===== src/rtl/clock_display_scan.sv =====
// Multiplexed HH:MM 7-segment driver: snapshots the binary time once per frame,
// converts to BCD and scans four digits with a blanking gap before each drive.
module clock_display_scan #(
    parameter int SCAN_DIV  = 4,
    parameter int BLANK_CYC = 1,
    parameter int LZ_BLANK  = 0
) (
    input  logic       clk,
    input  logic       rstn,
    input  logic [5:0] hour,
    input  logic [6:0] min,
    input  logic       en,
    output logic [3:0] an,
    output logic [6:0] seg,
    output logic       dp,
    output logic       err,
    output logic       frame_done
);

    localparam int CW = (SCAN_DIV > 2) ? $clog2(SCAN_DIV) : 1;
    localparam logic [CW-1:0] BLANK_LAST = CW'(BLANK_CYC - 1);
    localparam logic [CW-1:0] DRIVE_PEN  = CW'(SCAN_DIV - 2);
    localparam logic [CW-1:0] SLOT_LAST  = CW'(SCAN_DIV - 1);

    typedef enum logic [1:0] {
        IDLE,
        BLANK,
        DRIVE
    } state_t;

    state_t          state_reg;
    logic [CW-1:0]   cnt_reg;
    logic [1:0]      digit_reg;
    logic [5:0]      snap_hour_reg;
    logic [6:0]      snap_min_reg;

    function automatic logic [6:0] seg_code(input logic [3:0] v);
        logic [6:0] s;
        case (v)
            4'd0:    s = 7'h3F;
            4'd1:    s = 7'h06;
            4'd2:    s = 7'h5B;
            4'd3:    s = 7'h4F;
            4'd4:    s = 7'h66;
            4'd5:    s = 7'h6D;
            4'd6:    s = 7'h7D;
            4'd7:    s = 7'h07;
            4'd8:    s = 7'h7F;
            4'd9:    s = 7'h6F;
            default: s = 7'h00;
        endcase
        return s;
    endfunction

    function automatic logic out_of_range(input logic [5:0] h, input logic [6:0] m);
        return (h > 6'd23) || (m > 7'd59);
    endfunction

    // Returns {an, seg, dp} for a driven cycle of digit d; a bad snapshot shows dashes
    // everywhere and takes precedence over leading-zero suppression.
    function automatic logic [11:0] slot_out(input logic [1:0] d, input logic [5:0] h,
                                             input logic [6:0] m);
        logic       bad;
        logic [3:0] h_tens;
        logic [3:0] val;
        logic [3:0] an_v;
        logic [6:0] seg_v;
        logic       dp_v;
        bad    = out_of_range(h, m);
        h_tens = 4'(h / 6'd10);
        case (d)
            2'd3:    val = h_tens;
            2'd2:    val = 4'(h % 6'd10);
            2'd1:    val = 4'(m / 7'd10);
            default: val = 4'(m % 7'd10);
        endcase
        an_v  = 4'b0001 << d;
        seg_v = bad ? 7'h40 : seg_code(val);
        dp_v  = (d == 2'd2) && !bad;
        if (LZ_BLANK != 0 && d == 2'd3 && h_tens == 4'd0 && !bad) begin
            an_v  = 4'd0;
            seg_v = 7'd0;
        end
        return {an_v, seg_v, dp_v};
    endfunction

    // Outputs are loaded with the values belonging to the state being entered,
    // so each visible cycle reflects the FSM position of that same cycle.
    always_ff @(posedge clk or negedge rstn) begin
        if (!rstn) begin
            state_reg     <= IDLE;
            cnt_reg       <= '0;
            digit_reg     <= 2'd3;
            snap_hour_reg <= 6'd0;
            snap_min_reg  <= 7'd0;
            {an, seg, dp} <= 12'd0;
            err           <= 1'b0;
            frame_done    <= 1'b0;
        end else if (!en) begin
            state_reg     <= IDLE;
            cnt_reg       <= '0;
            digit_reg     <= 2'd3;
            {an, seg, dp} <= 12'd0;
            err           <= 1'b0;
            frame_done    <= 1'b0;
        end else begin
            case (state_reg)
                IDLE: begin
                    state_reg     <= BLANK;
                    cnt_reg       <= '0;
                    digit_reg     <= 2'd3;
                    snap_hour_reg <= hour;
                    snap_min_reg  <= min;
                    err           <= out_of_range(hour, min);
                    {an, seg, dp} <= 12'd0;
                    frame_done    <= 1'b0;
                end
                BLANK: begin
                    cnt_reg <= cnt_reg + CW'(1);
                    if (cnt_reg == BLANK_LAST) begin
                        state_reg     <= DRIVE;
                        {an, seg, dp} <= slot_out(digit_reg, snap_hour_reg, snap_min_reg);
                        frame_done    <= (digit_reg == 2'd0) && (cnt_reg == DRIVE_PEN);
                    end else begin
                        {an, seg, dp} <= 12'd0;
                        frame_done    <= 1'b0;
                    end
                end
                DRIVE: begin
                    if (cnt_reg == SLOT_LAST) begin
                        state_reg     <= BLANK;
                        cnt_reg       <= '0;
                        {an, seg, dp} <= 12'd0;
                        frame_done    <= 1'b0;
                        if (digit_reg == 2'd0) begin
                            digit_reg     <= 2'd3;
                            snap_hour_reg <= hour;
                            snap_min_reg  <= min;
                            err           <= out_of_range(hour, min);
                        end else begin
                            digit_reg <= digit_reg - 2'd1;
                        end
                    end else begin
                        cnt_reg       <= cnt_reg + CW'(1);
                        {an, seg, dp} <= slot_out(digit_reg, snap_hour_reg, snap_min_reg);
                        frame_done    <= (digit_reg == 2'd0) && (cnt_reg == DRIVE_PEN);
                    end
                end
                default: state_reg <= IDLE;
            endcase
        end
    end

endmodule

===== config.mk =====
export PLATFORM = sky130hd
export DESIGN_NAME = clock_display_scan
export DESIGN_NICKNAME = d
export VERILOG_FILES = /design/src/rtl/clock_display_scan.sv
export SDC_FILE = /design/constraint.sdc
export NUM_CORES = 1
export LEC_CHECK = 0
export BUFFER_PORTS_ARGS = -buffer_cell sky130_fd_sc_hd__buf_2
export CORE_MARGIN = 5
export CORE_UTILIZATION = 45
export DETAILED_ROUTE_END_ITERATION = 6
export HOLD_SLACK_MARGIN = 0.05
export PLACE_DENSITY = 0.61
export SYNTH_ARGS = -nofsm -noshare
export SYNTH_HDL_FRONTEND = slang
export SYNTH_SLANG_ARGS = --single-unit

===== constraint.sdc =====
create_clock -name clk -period 3.95 [get_ports clk]
set_clock_uncertainty 0.15 [all_clocks]
set_input_delay 0.79 -clock clk [delete_from_list [all_inputs] [get_ports clk]]
set_output_delay 0.79 -clock clk [all_outputs]
set_load 0.1 [all_outputs]

======== After elaboration in Yosys (flattened, before gate mapping) ========
Memory sizes are Yosys's and may differ from the RTL's.
Cells that the tools add are included.
word-level totals
  memories kept ........................... 2
  memory bits (read-only) ................. 224
  register bits after elaboration ......... 33
  input bits .............................. 16
  logic and storage cells ................. 96
  output and inout port bits .............. 14
memory list
  memory            depth  bits a word  rd ports  clocked after memory_dff  write ports  RTL line  RTL
  (name not given)  16     7            1         0                         0            39        case (v)
  (name not given)  16     7            1         0                         0            39
operators by class
  shift-type cells ........................ 1
  muxes and demuxes ....................... 46
  divide/modulo/power cells ............... 4
  magnitude comparators ................... 4
  $add $sub $neg .......................... 2
  reductions and logical operators ........ 13
  eq/ne operators ......................... 14
operator list
  cell                                                                     number
  7-bit 2-to-1 mux                                                         7
  4-bit 2-to-1 mux                                                         9
  4-bit one-hot mux with 3 select lines                                    2
  7-bit one-hot mux with 3 select lines                                    1
  2-bit 2-to-1 mux                                                         8
  7-bit by 6-bit > comparator with 1-bit output, second input constant     2
  7-bit one-hot mux with 2 select lines                                    1
  6-bit by 5-bit > comparator with 1-bit output, second input constant     2
  6-bit 2-to-1 mux                                                         2
  2-bit one-hot mux with 3 select lines                                    2
  6-bit one-hot mux with 2 select lines                                    1
  2-bit == test, second input constant                                     5
  1-bit 2-to-1 mux                                                         9
  3-bit inequality test, second input constant                             3
  7-bit by 4-bit divider with 7-bit output, second input constant          1
  7-bit by 4-bit modulo with 7-bit output, second input constant           1
  6-bit by 4-bit divider with 6-bit output, second input constant          1
  2-bit zero test                                                          3
  6-bit by 4-bit modulo with 6-bit output, second input constant           1
  1-bit one-hot mux with 3 select lines                                    2
  2-bit by 1-bit == test with 1-bit output, second input constant          2
  2-bit inequality test, second input constant                             2
  4-bit by 1-bit inequality test with 1-bit output, second input constant  1
  2-bit one-hot mux with 2 select lines                                    1
  12 further kinds                                                         15

======== Logic depth before layout (Yosys ltp) ========
Gate-level depths: netlist (run 1).
An unclocked memory read counts as a cell.
  depth in word-level cells ............... 10
  depth in mapped cells ................... 19
  gate-level depth less buffers ........... 18

======== Worst setup path after synthesis (run 1) ========
OpenSTA, ideal clock, no wires.
  path kind ............................... reg-to-reg
  start point ............................. register digit_reg[0]
  end point ............................... register seg[5]
  slack ................................... 357 ps
  period minus slack after synthesis ...... 3593 ps
  required time ........................... 3678 ps
  stages on the path, launching flop included .. 19
  setup time .............................. 122 ps
  buffers on the path ..................... 1
  data arrival time ....................... 3322 ps
  cell sequence ........................... dfstp_2 -> inv_1 -> ha_1 -> buf_2 -> inv_1 -> a21oi_1 -> a211oi_1 -> a221oi_1 -> ha_1 -> o211ai_1 -> o221a_1 -> o22ai_2 -> xnor2_1 -> a21oi_1 -> inv_1 -> ha_1 -> mux2i_1 -> o21ai_1 -> nand2b_1
between the ends
  longest elaborated chain between the ends .. 10
  elaborated cells on any way between the ends .. 18
  classes of those cells .................. eq/ne (3); mux (13); memory (2)
ends and longest elaborated chain
  element                                                                           RTL line  RTL
  start, declared                                                                   33        logic [1:0] digit_reg;
  start signal, assigned                                                            141       digit_reg <= digit_reg - 2'd1;
  2-bit by 1-bit == test with 1-bit output / 2-bit == test (equally long branches)  71        case (d)
  4-bit one-hot mux with 3 select lines *                                           71
  4-bit 2-to-1 mux, on equally long branches                                        130, 120
  4-bit 2-to-1 mux                                                                  107       case (state_reg)
  4-bit 2-to-1 mux                                                                  99        end else if (!en) begin
  memory read 16 x 7 bit                                                            -
  7-bit 2-to-1 mux                                                                  78        seg_v = bad ? 7'h40 : seg_code(val);
  7-bit 2-to-1 mux, on equally long branches                                        130, 120
  7-bit one-hot mux with 3 select lines *                                           107
  7-bit 2-to-1 mux *                                                                99
  end signal, assigned                                                              122       {an, seg, dp} <= slot_out(digit_reg, snap_hour_reg, snap_min_reg);
  end signal, assigned                                                              145       {an, seg, dp} <= slot_out(digit_reg, snap_hour_reg, snap_min_reg);
  end, declared                                                                     14        output logic [6:0] seg,
Mark *: on every way between the ends. The rest lies on a longest branch, timed or not. The select of a mux whose other input is x is not followed.
A chain may end at the register's enable or synchronous reset.

======== Worst setup path after layout (run 1) ========
  start point ............................. register digit_reg[0]
  end point ............................... register seg[4]
The elaborated chain is that of the path after synthesis.

==> metrics.txt, run 1 <==
mapped cell area 0.002417 sq mm; share of cells above drive strength 1 29.86%; Lkg Pwr 1.310 nW; Wirelength per Cell 15.15 um; top_reg_cell synth dfrtp_1; vias in the first global route 1885; first-pass GRT wire length 9101 um; synth top area cells dfrtp_1, ha_1, mux2_2, mux2i_1, nand2_1; dpl ws 0.004682 ns; most common cell in the netlist dfrtp_1; Final TNS setup 0 ns; fmax 276.1 MHz; IO Count 30; status finished, final reports clean; Filler cells 475; unique cell type count in the Yosys netlist 59; Hold Startpoint seg[1]; total setup buffers inserted after CTS 0; critical path startpoint digit_reg[0]; CP dominant cell by count mux2i_1; nets 312; worst-margin pin slew 0.7322 ns; Seq cells post-synth 33; CTS Buf Count 5; die height 83.29 um; Crit Path Max Fanout 10; number of flops mapped to enable cells by yosys 0; initial antenna violation count 0; crit path kind flip-flop to flip-flop; RSZ-0062 raised after global routing false; synth-to-layout area growth 15.63%; Die Wd 83.29 um; Initial Utilization 46.73%; multiplexer share of the synthesized area 11.08%; vias after detailed routing 1931; Slew Limit Headroom 51.19%; simple logic cell fraction of the synthesized area 15.73%; ys async rst share 100.0%; die outline area 0.006937 sq mm; grt ovf 0; Synth Net Count 281; Final WS setup 0.3287 ns; core area 0.005172 sq mm; PwrDens 839.4 mW/mm^2; Post-CTS Hold Fix Bufs 0; GPL Wtd Cong 0.8652; Via density 5.549; Synth top cells by count dfrtp_1, nand2_1, ha_1; Final period util 91.68%; Total Routing Usage GR 15.82%; PortBufs 29; worst hold path type flip-flop to flip-flop; startpoint types flip-flop; crit path cell chain inv_1 > ha_1 > mux2i_1 > nor3_1 > a221oi_2 > ha_2 > nand3_1 > o221a_1 > o22ai_2 > mux2i_1 > a21oi_4 > mux2i_1 > mux2i_1 > a22o_1; Arr. time, crit path 3.65 ns; TritonRoute pass-1 iters 4; Synth Area per Inst 9.826 sq um; clk buf depth 2; total clock sinks 33; maximum VDD drop 0.0004674 V; Period minus WS final 3.621 ns; Routed Antenna Nets 0; YS warnings 0; R2R Path Start digit_reg[0]; Max-Cap Viols 0; Compound-Gate Fraction of Synth Area 22.52%; CP max stage delay 0.56 ns; dpl hpwl 4024 um; largest net degree at the start of global routing 34; CP Capture Type flip-flop; Final setup viols 0; XOR/XNOR Fraction of Synth Area 1.087%; cells after synthesis 246; sequential cell area fraction in the yosys report 34.27%; WP data required 3.98 ns; clock root buffer clkbuf_8; drt drc 0; H-tree depth 2; Total Wirelength 5272 um; Iter 0 DRT Violations 95; clk slew on worst S/H paths 0.07 ns; Rows 26; Slowest cell on crit path dfstp_2; Fin. Hold Viols 0; post-synth top area share 32.09%; antenna diode count 0; CTS tree built; Synth Area in Adders 9.834%; clock latency at the later pin of the worst-skew pair 0.29 ns; leading area contributor after synthesis dfrtp_1; largest family of logic cells by synthesized area compound AO/OA/AOI/OAI gates; Slew Viols, Final 0
==> per-layer routing <==
metal | GRT usage [%] | vias to the layer above | share of wire, %
met1 | 21.33 | 947 | 49
met5 | 0 | - | 0
li1 | - | 955 | -
met3 | 3.267 | 4 | 2.1
met2 | 25.36 | 25 | 48
met4 | 4.903 | 0 | 0.72
==> layout make-up <==
class / instances / area (sq um) / share of cell area, %
Sequential cell: 33 / 828.3 / 29.63
Multi-Input combinational cell: 185 / 1510 / 54.03
Timing Repair Buffer: 35 / 190.2 / 6.804
Inverter: 17 / 63.81 / 2.283
Tap cell: 70 / 87.58 / 3.133
Clock buffer: 5 / 68.82 / 2.462
Clock inverter: 3 / 46.29 / 1.656
==> cell usage in the layout (no fill, tap or decap), types with 2 or more instances in the layout <==
cell	count
mux2i_1	11
nor2b_1	2
o21a_1	5
inv_1	16
nor4b_1	2
ha_2	2
buf_4	6
buf_2	29
a21oi_1	10
nor3_1	5
nand3b_1	2
o21ai_0	13
o21ai_1	3
mux2_2	14
dfstp_2	2
nor2_1	3
o2111ai_1	2
nand4_1	2
and2_1	2
a21oi_2	3
nand2_1	21
ha_1	17
xnor2_1	3
a211oi_1	2
nand3_1	11
o211a_1	3
a21o_1	3
dfrtp_1	31
a22o_1	6
clkbuf_8	5
nand2b_1	7
==> final timing paths <==
check,to,slack (ns),cells after the start
worst max-delay path,seg[4],0.33,14
worst min-delay path,seg[1],0.33,2
min in group asynchronous,snap_hour_reg[2],0.40,1
max in group asynchronous,dp,2.77,1
worst max register to register,seg[4],0.33,14
worst min register to register,seg[1],0.33,2
==> metrics by stage <==
step	instance area, sq um	power [W]	utilization (%)	hold slack [ns]	cells
6_report	2795	0.002346	54.04	0.3311	348
3_5_place_dp	2633	0.001950	50.90	0.3148	340
5_1_grt	2795	0.002541	54.04	0.3796	348
4_1_cts	2755	0.002289	53.27	0.3325	348
2_1_floorplan	2417	0.001719	-	0.3444	246
3_3_place_gp	2633	0.001946	50.90	0.3092	340
==> power breakdown <==
part	total [W]	internal [W]	switching, W
registers	0.000581	0.000435	0.000146
clock network	0.000325	0.000189	0.000137
logic	0.00144	0.000620	0.000820
total	0.00235	0.00124	0.00110
==> cells by family (layout without fill, tap and decap cells) <==
family                     after synthesis  after routing
buffers and inverters                   28             60
DFF                                     33             33
and+or+nand+nor                         67             67
muxes                                   25             25
adders and majority gates               19             19
xor gates and xnor gates                 3              3
AOI/OAI and AO/OA                       71             71
==> critical path, delay by kind of cell, from the launching register on <==
family                   cells  cell delay, ns
buffers and inverters        1            0.09
flip-flops                   1            0.56
AO/OA/AOI/OAI                5            1.15
adder cells (fa/ha/maj)      2            0.54
multiplexers                 4            0.81
AND/OR/NAND/NOR              2            0.21
==> what timing repair did <==
action | 4_1_cts | 5_1_grt
pin swaps | 0 | 0
setup endpoints to repair | 1 | 7
gates resized for setup | 2 | 9
No activity file was read; power rests on OpenSTA's default activity.
==> run 2: changes to the inputs <==
--- a/config.mk
+++ b/config.mk
@@ -5,6 +5,7 @@
 export SDC_FILE = /design/constraint.sdc
 export NUM_CORES = 1
 export LEC_CHECK = 0
+export ABC_AREA = 1
 export BUFFER_PORTS_ARGS = -buffer_cell sky130_fd_sc_hd__buf_2
 export CORE_MARGIN = 5
 export CORE_UTILIZATION = 45
==> metrics.txt, run 2 <==
Via density 4.950; WP data required 3.98 ns; Post-CTS Hold Fix Bufs 0; Max-Cap Viols 0; Final setup viols 0; Lkg Pwr 1.587 nW; GPL Wtd Cong 0.8437; TritonRoute pass-1 iters 4; total clock sinks 33; switching pwr 0.001399 W; nets 419; first-pass GRT wire length 9246 um; maximum VDD drop 0.0002923 V; IO Count 30; Total Routing Usage GR 15.63%; number of flops mapped to enable cells by yosys 0; clock root buffer clkbuf_8; synth top area cells dfrtp_1, nand2_1, ha_1, inv_1, o21ai_0; sequential cell area fraction in the yosys report 32.84%; clk slew on worst S/H paths 0.07 ns; synth-to-layout area growth 16.42%; Crit Path Max Fanout 6; sequential power share 19.3%; FF-to-FF setup slack 0.33 ns; fmax 275.9 MHz; most frequent cells in the layout nand2_1, inv_1, dfrtp_1; initial antenna violation count 0; Routed Antenna Nets 0; Fin. Hold Viols 0; Final Cell Area 0.002937 sq mm; CP Capture Type flip-flop; Synth top cells by count nand2_1, inv_1, dfrtp_1; PortBufs 29; Synth Area per Inst 7.290 sq um; Die Wd 84.87 um; Comb power frac 70.9%; Synth Net Count 381; Slew Viols, Final 0; share of cells above drive strength 1 26.82%; Total Wirelength 5502 um; startpoint types flip-flop; Rows 27; Slew Limit Headroom 43.78%; H-tree depth 2; drt drc 0; placed instance count 444; Wirelength per Cell 12.07 um; Internal Power 0.001208 W; Final period util 91.75%; vias in the first global route 2073; status finished, final reports clean; vias after detailed routing 2257; grt ovf 0; post-synth top area share 30.75%; top_reg_cell synth dfrtp_1; antenna diode count 0; clock share of power 9.8%; worst-margin pin slew 0.8410 ns; dpl hpwl 4267 um; die height 84.87 um; Initial Utilization 46.09%; Seq cells post-synth 33; Arr. time, crit path 3.65 ns; clk buf depth 2; mapped cell area 0.002522 sq mm; crit path kind flip-flop to flip-flop; Final Power 0.002606 W; Period minus WS final 3.624 ns; most common cell in the netlist nand2_1; CTS Buf Count 5; Iter 0 DRT Violations 76; DP Area 0.002746 sq mm; leading area contributor after synthesis dfrtp_1; core area 0.005473 sq mm; worst hold path type flip-flop to flip-flop; YS warnings 0; commonest non-fill, non-tap cell in the layout nand2_1; cells after synthesis 346; die outline area 0.007203 sq mm; Net Sw Frac 53.67%; post-route insts no fill 456; ys async rst share 100.0%; unique cell type count in the Yosys netlist 38; clock latency at the later pin of the worst-skew pair 0.28 ns; PwrDens 887.5 mW/mm^2; largest net degree at the start of global routing 34; CTS tree built
==> run 2: changes by cell type in the layout (fill, tap and decap cells not counted), sizes merged, moves of 12 or more <==
cell,change
nand2,+75
inv,+43
nor2,+26
nand3,+17
o21ai,+17
mux2,-12
==> run 2: worst max-delay path, cell delays in order (launching register included) <==
cell and delay [ns]:
dfstp_2 0.56, inv_2 0.06, ha_4 0.18, nand2_1 0.06, o21a_1 0.13, nor2_1 0.05
nor2_2 0.19, nand2_1 0.09, o21ai_2 0.08, inv_2 0.06, nand2_2 0.09, nand2_4 0.06
nand2_2 0.07, nand2_1 0.07, nand2_2 0.10, inv_2 0.05, ha_1 0.30, o21ai_0 0.17
nand2_1 0.09, nand2_1 0.06, nand2_1 0.04, nand3_1 0.07, nand2_2 0.09, buf_4 0.14
ha_1 0.18, nand2_1 0.09, and3_1 0.18, o21ai_2 0.05
==> run 2: per-stage QoR <==
stage | worst slack, ns | utilization [%] | setup TNS (ns) | hold WS [ns]
after floorplan | 0.4462 | - | 0 | 0.3191
after global placement | 0.1831 | 50.18 | 0 | 0.3105
after detailed placement | 0.05333 | 50.18 | 0 | 0.3129
after CTS | 0.04253 | 51.76 | 0 | 0.3291
after global routing | -0.03502 | 53.66 | -0.03502 | 0.3556
final | 0.3258 | 53.66 | 0 | 0.3256
==> run 2: cells by family after synthesis <==
family / synth area share, %
fa+ha+maj: 9.425
buf+inv: 10.07
mux: 0.8928
flops: 32.84
simple gates: 30.11
compound gates: 16.32
xor+xnor: 0.3473
==> run 2: area by class of cell <==
| class | instances | area, sq um |
|---|---|---|
| well taps | 72 | 90.09 |
| fillers | 560 | 2536 |
| clock buffers | 7 | 86.33 |
| repair buffers | 36 | 197.7 |
| inverters | 60 | 227.7 |
| flip-flops and latches | 33 | 828.3 |
| multi-input cells | 248 | 1506 |
==> run 2: power groups by stage <==
| stage | registers [W] | logic [W] | clock network, W |
|---|---|---|---|
| global placement | 0.000506 | 0.00170 | 0 |
| finish | 0.000502 | 0.00185 | 0.000255 |
| detailed placement | 0.000506 | 0.00171 | 0 |
| CTS | 0.000501 | 0.00172 | 0.000267 |
| global route | 0.000515 | 0.00210 | 0.000286 |
| floorplan | 0.000601 | 0.00131 | 0 |
==> run 2: what timing repair did <==
| item | CTS | global route |
|---|---|---|
| buffers inserted | 0 | 5 |
| endpoints found under the setup margin | 0 | 7 |
| resized for setup | 0 | 21 |
==> run 2: worst paths after layout <==
check                                    to         start  cells after the start
max                                  seg[5]  digit_reg[1]                     27
min                                  seg[2]        seg[2]                      2
min reg2reg                          seg[2]        seg[2]                      2
min in group asynchronous  snap_hour_reg[5]          rstn                      1
max reg2reg                          seg[5]  digit_reg[1]                     27
max in group asynchronous  snap_hour_reg[1]          rstn                      1
==> run 2: metal layers <==
| metal | up-vias | GRT usage (%) | share of wire [%] |
|---|---|---|---|
| li1 | 1193 | - | - |
| met1 | 1030 | 20.63 | 47 |
| met2 | 29 | 26.05 | 49 |
| met3 | 5 | 3.204 | 2.7 |
| met4 | 0 | 4.317 | 0.93 |
| met5 | - | 0 | 0 |
==> run 3: changes to the inputs <==
--- a/config.mk
+++ b/config.mk
@@ -7,7 +7,7 @@
 export LEC_CHECK = 0
 export ABC_AREA = 1
 export BUFFER_PORTS_ARGS = -buffer_cell sky130_fd_sc_hd__buf_2
-export CORE_MARGIN = 5
+export CORE_MARGIN = 3
 export CORE_UTILIZATION = 45
 export DETAILED_ROUTE_END_ITERATION = 6
 export HOLD_SLACK_MARGIN = 0.05
==> metrics.txt, run 3 (synthesis gave the netlist of run 2 again) <==
status finished, final reports clean; Slew Limit Headroom 43.35%; Rows 26; startpoint types flip-flop; worst-margin pin slew 0.8474 ns; Slew Viols, Final 0; largest net degree at the start of global routing 34; drt drc 0; GR Util met2 30.95%; CTS tree built; Lkg Pwr 1.594 nW; Via density 4.886; nets 422; vias after detailed routing 2238; Final period util 91.46%; busiest layer in global routing met2; Iter 0 DRT Violations 81; Period minus WS final 3.613 ns; clk buf depth 2; antenna diode count 0; Crit Path Max Fanout 6; Final setup viols 0; core area 0.005270 sq mm; Core Util, Final 55.65%; Initial Utilization 47.86%; clock root buffer clkbuf_8; IO Count 30; PwrDens 885.3 mW/mm^2; first-pass GRT wire length 9259 um; CTS Buf Count 5; clock latency at the later pin of the worst-skew pair 0.28 ns; met1 Track Usage GR 22.73%; Filler cells 555; Wirelength per Cell 11.99 um; dpl ws 0.08840 ns; Max-Cap Viols 0; maximum VDD drop 0.0004307 V; DP Area 0.002751 sq mm; GPL Wtd Cong 0.8378; synth-to-layout area growth 16.27%; met3 Use GR 3.769%; crit path kind flip-flop to flip-flop; total clock sinks 33; Total Routing Usage GR 17.96%; Routed Antenna Nets 0; dpl hpwl 4229 um; Final WS setup 0.3373 ns; CP Capture Type flip-flop; worst hold path type flip-flop to flip-flop; Fin. Hold Viols 0; grt ovf 0; Arr. time, crit path 3.64 ns; Slowest cell on crit path dfstp_2; share of cells above drive strength 1 26.03%; CP dominant cell by count nand2_1; TritonRoute pass-1 iters 4; fmax 276.8 MHz; Die Wd 80.87 um; Total Wirelength 5493 um; WP data required 3.98 ns; clk slew on worst S/H paths 0.07 ns; Final Cell Area 0.002933 sq mm; die outline area 0.006540 sq mm; die height 80.87 um; initial antenna violation count 0; PortBufs 29; commonest non-fill, non-tap cell in the layout nand2_1; hold slack final 0.3313 ns; vias in the first global route 2155; H-tree depth 2; most frequent cells in the layout nand2_1, inv_1, dfrtp_1; CP max stage delay 0.55 ns
## run 3: cell type report
type                       instances  area [sq um]  share of cell area [%]
multi-input combinational        248          1488                   50.73
sequential                        33         828.3                   28.24
inverter                          60         227.7                   7.764
timing repair buffer              39         220.2                   7.509
tap                               70         87.58                   2.986
clock buffer                       7         76.32                   2.602
clock inverter                     1         5.005                  0.1706
## run 3: path summary, 6_finish.rpt
kind | startpoint | to | slack [ns] | cells past startpoint
max | digit_reg[1] | seg[6] | 0.34 | 31
min | seg[2] | seg[2] | 0.33 | 2
max reg2reg | digit_reg[1] | seg[6] | 0.34 | 31
min reg2reg | seg[2] | seg[2] | 0.33 | 2
max in group asynchronous | rstn | snap_hour_reg[1] | 2.76 | 1
min in group asynchronous | rstn | snap_hour_reg[5] | 0.41 | 1
## run 3: repair_timing
action                     4_1_cts  5_1_grt
setup endpoints to repair        0        7
hold buffers                     0        0
setup buffers                    0        7
resized for setup                0       14
hold endpoints to repair         0        0
## run 3: per-stage QoR
stage | setup TNS [ns] | instances | total power (W)
after floorplan | 0 | 346 | 0.001908
after global placement | 0 | 443 | 0.002221
after detailed placement | 0 | 443 | 0.002239
after CTS | 0 | 451 | 0.002491
after global routing | -0.02996 | 458 | 0.002892
final | 0 | 458 | 0.002597
## run 3: routing by layer
| metal | wire length [um] | share of wire [%] | up-vias |
|---|---|---|---|
| met2 | 2671 | 49 | 22 |
| li1 | - | - | 1194 |
| met1 | 2620 | 48 | 1016 |
| met3 | 140 | 2.5 | 6 |
| met5 | 0 | 0 | - |
| met4 | 60 | 1.1 | 0 |
## run 3: where the power goes
group          internal [W]  switching, W
logic              0.000642       0.00121
clock network      0.000124      0.000119
registers          0.000431     0.0000706
## run 3: worst max-delay path: cells and delay by family (launching register included)
| family | cells | cell delay (ns) |
|---|---|---|
| adder cells (fa/ha/maj) | 3 | 0.63 |
| AO/OA/AOI/OAI | 3 | 0.41 |
| flip-flops | 1 | 0.55 |
| AND/OR/NAND/NOR | 20 | 1.47 |
| buffers and inverters | 5 | 0.31 |
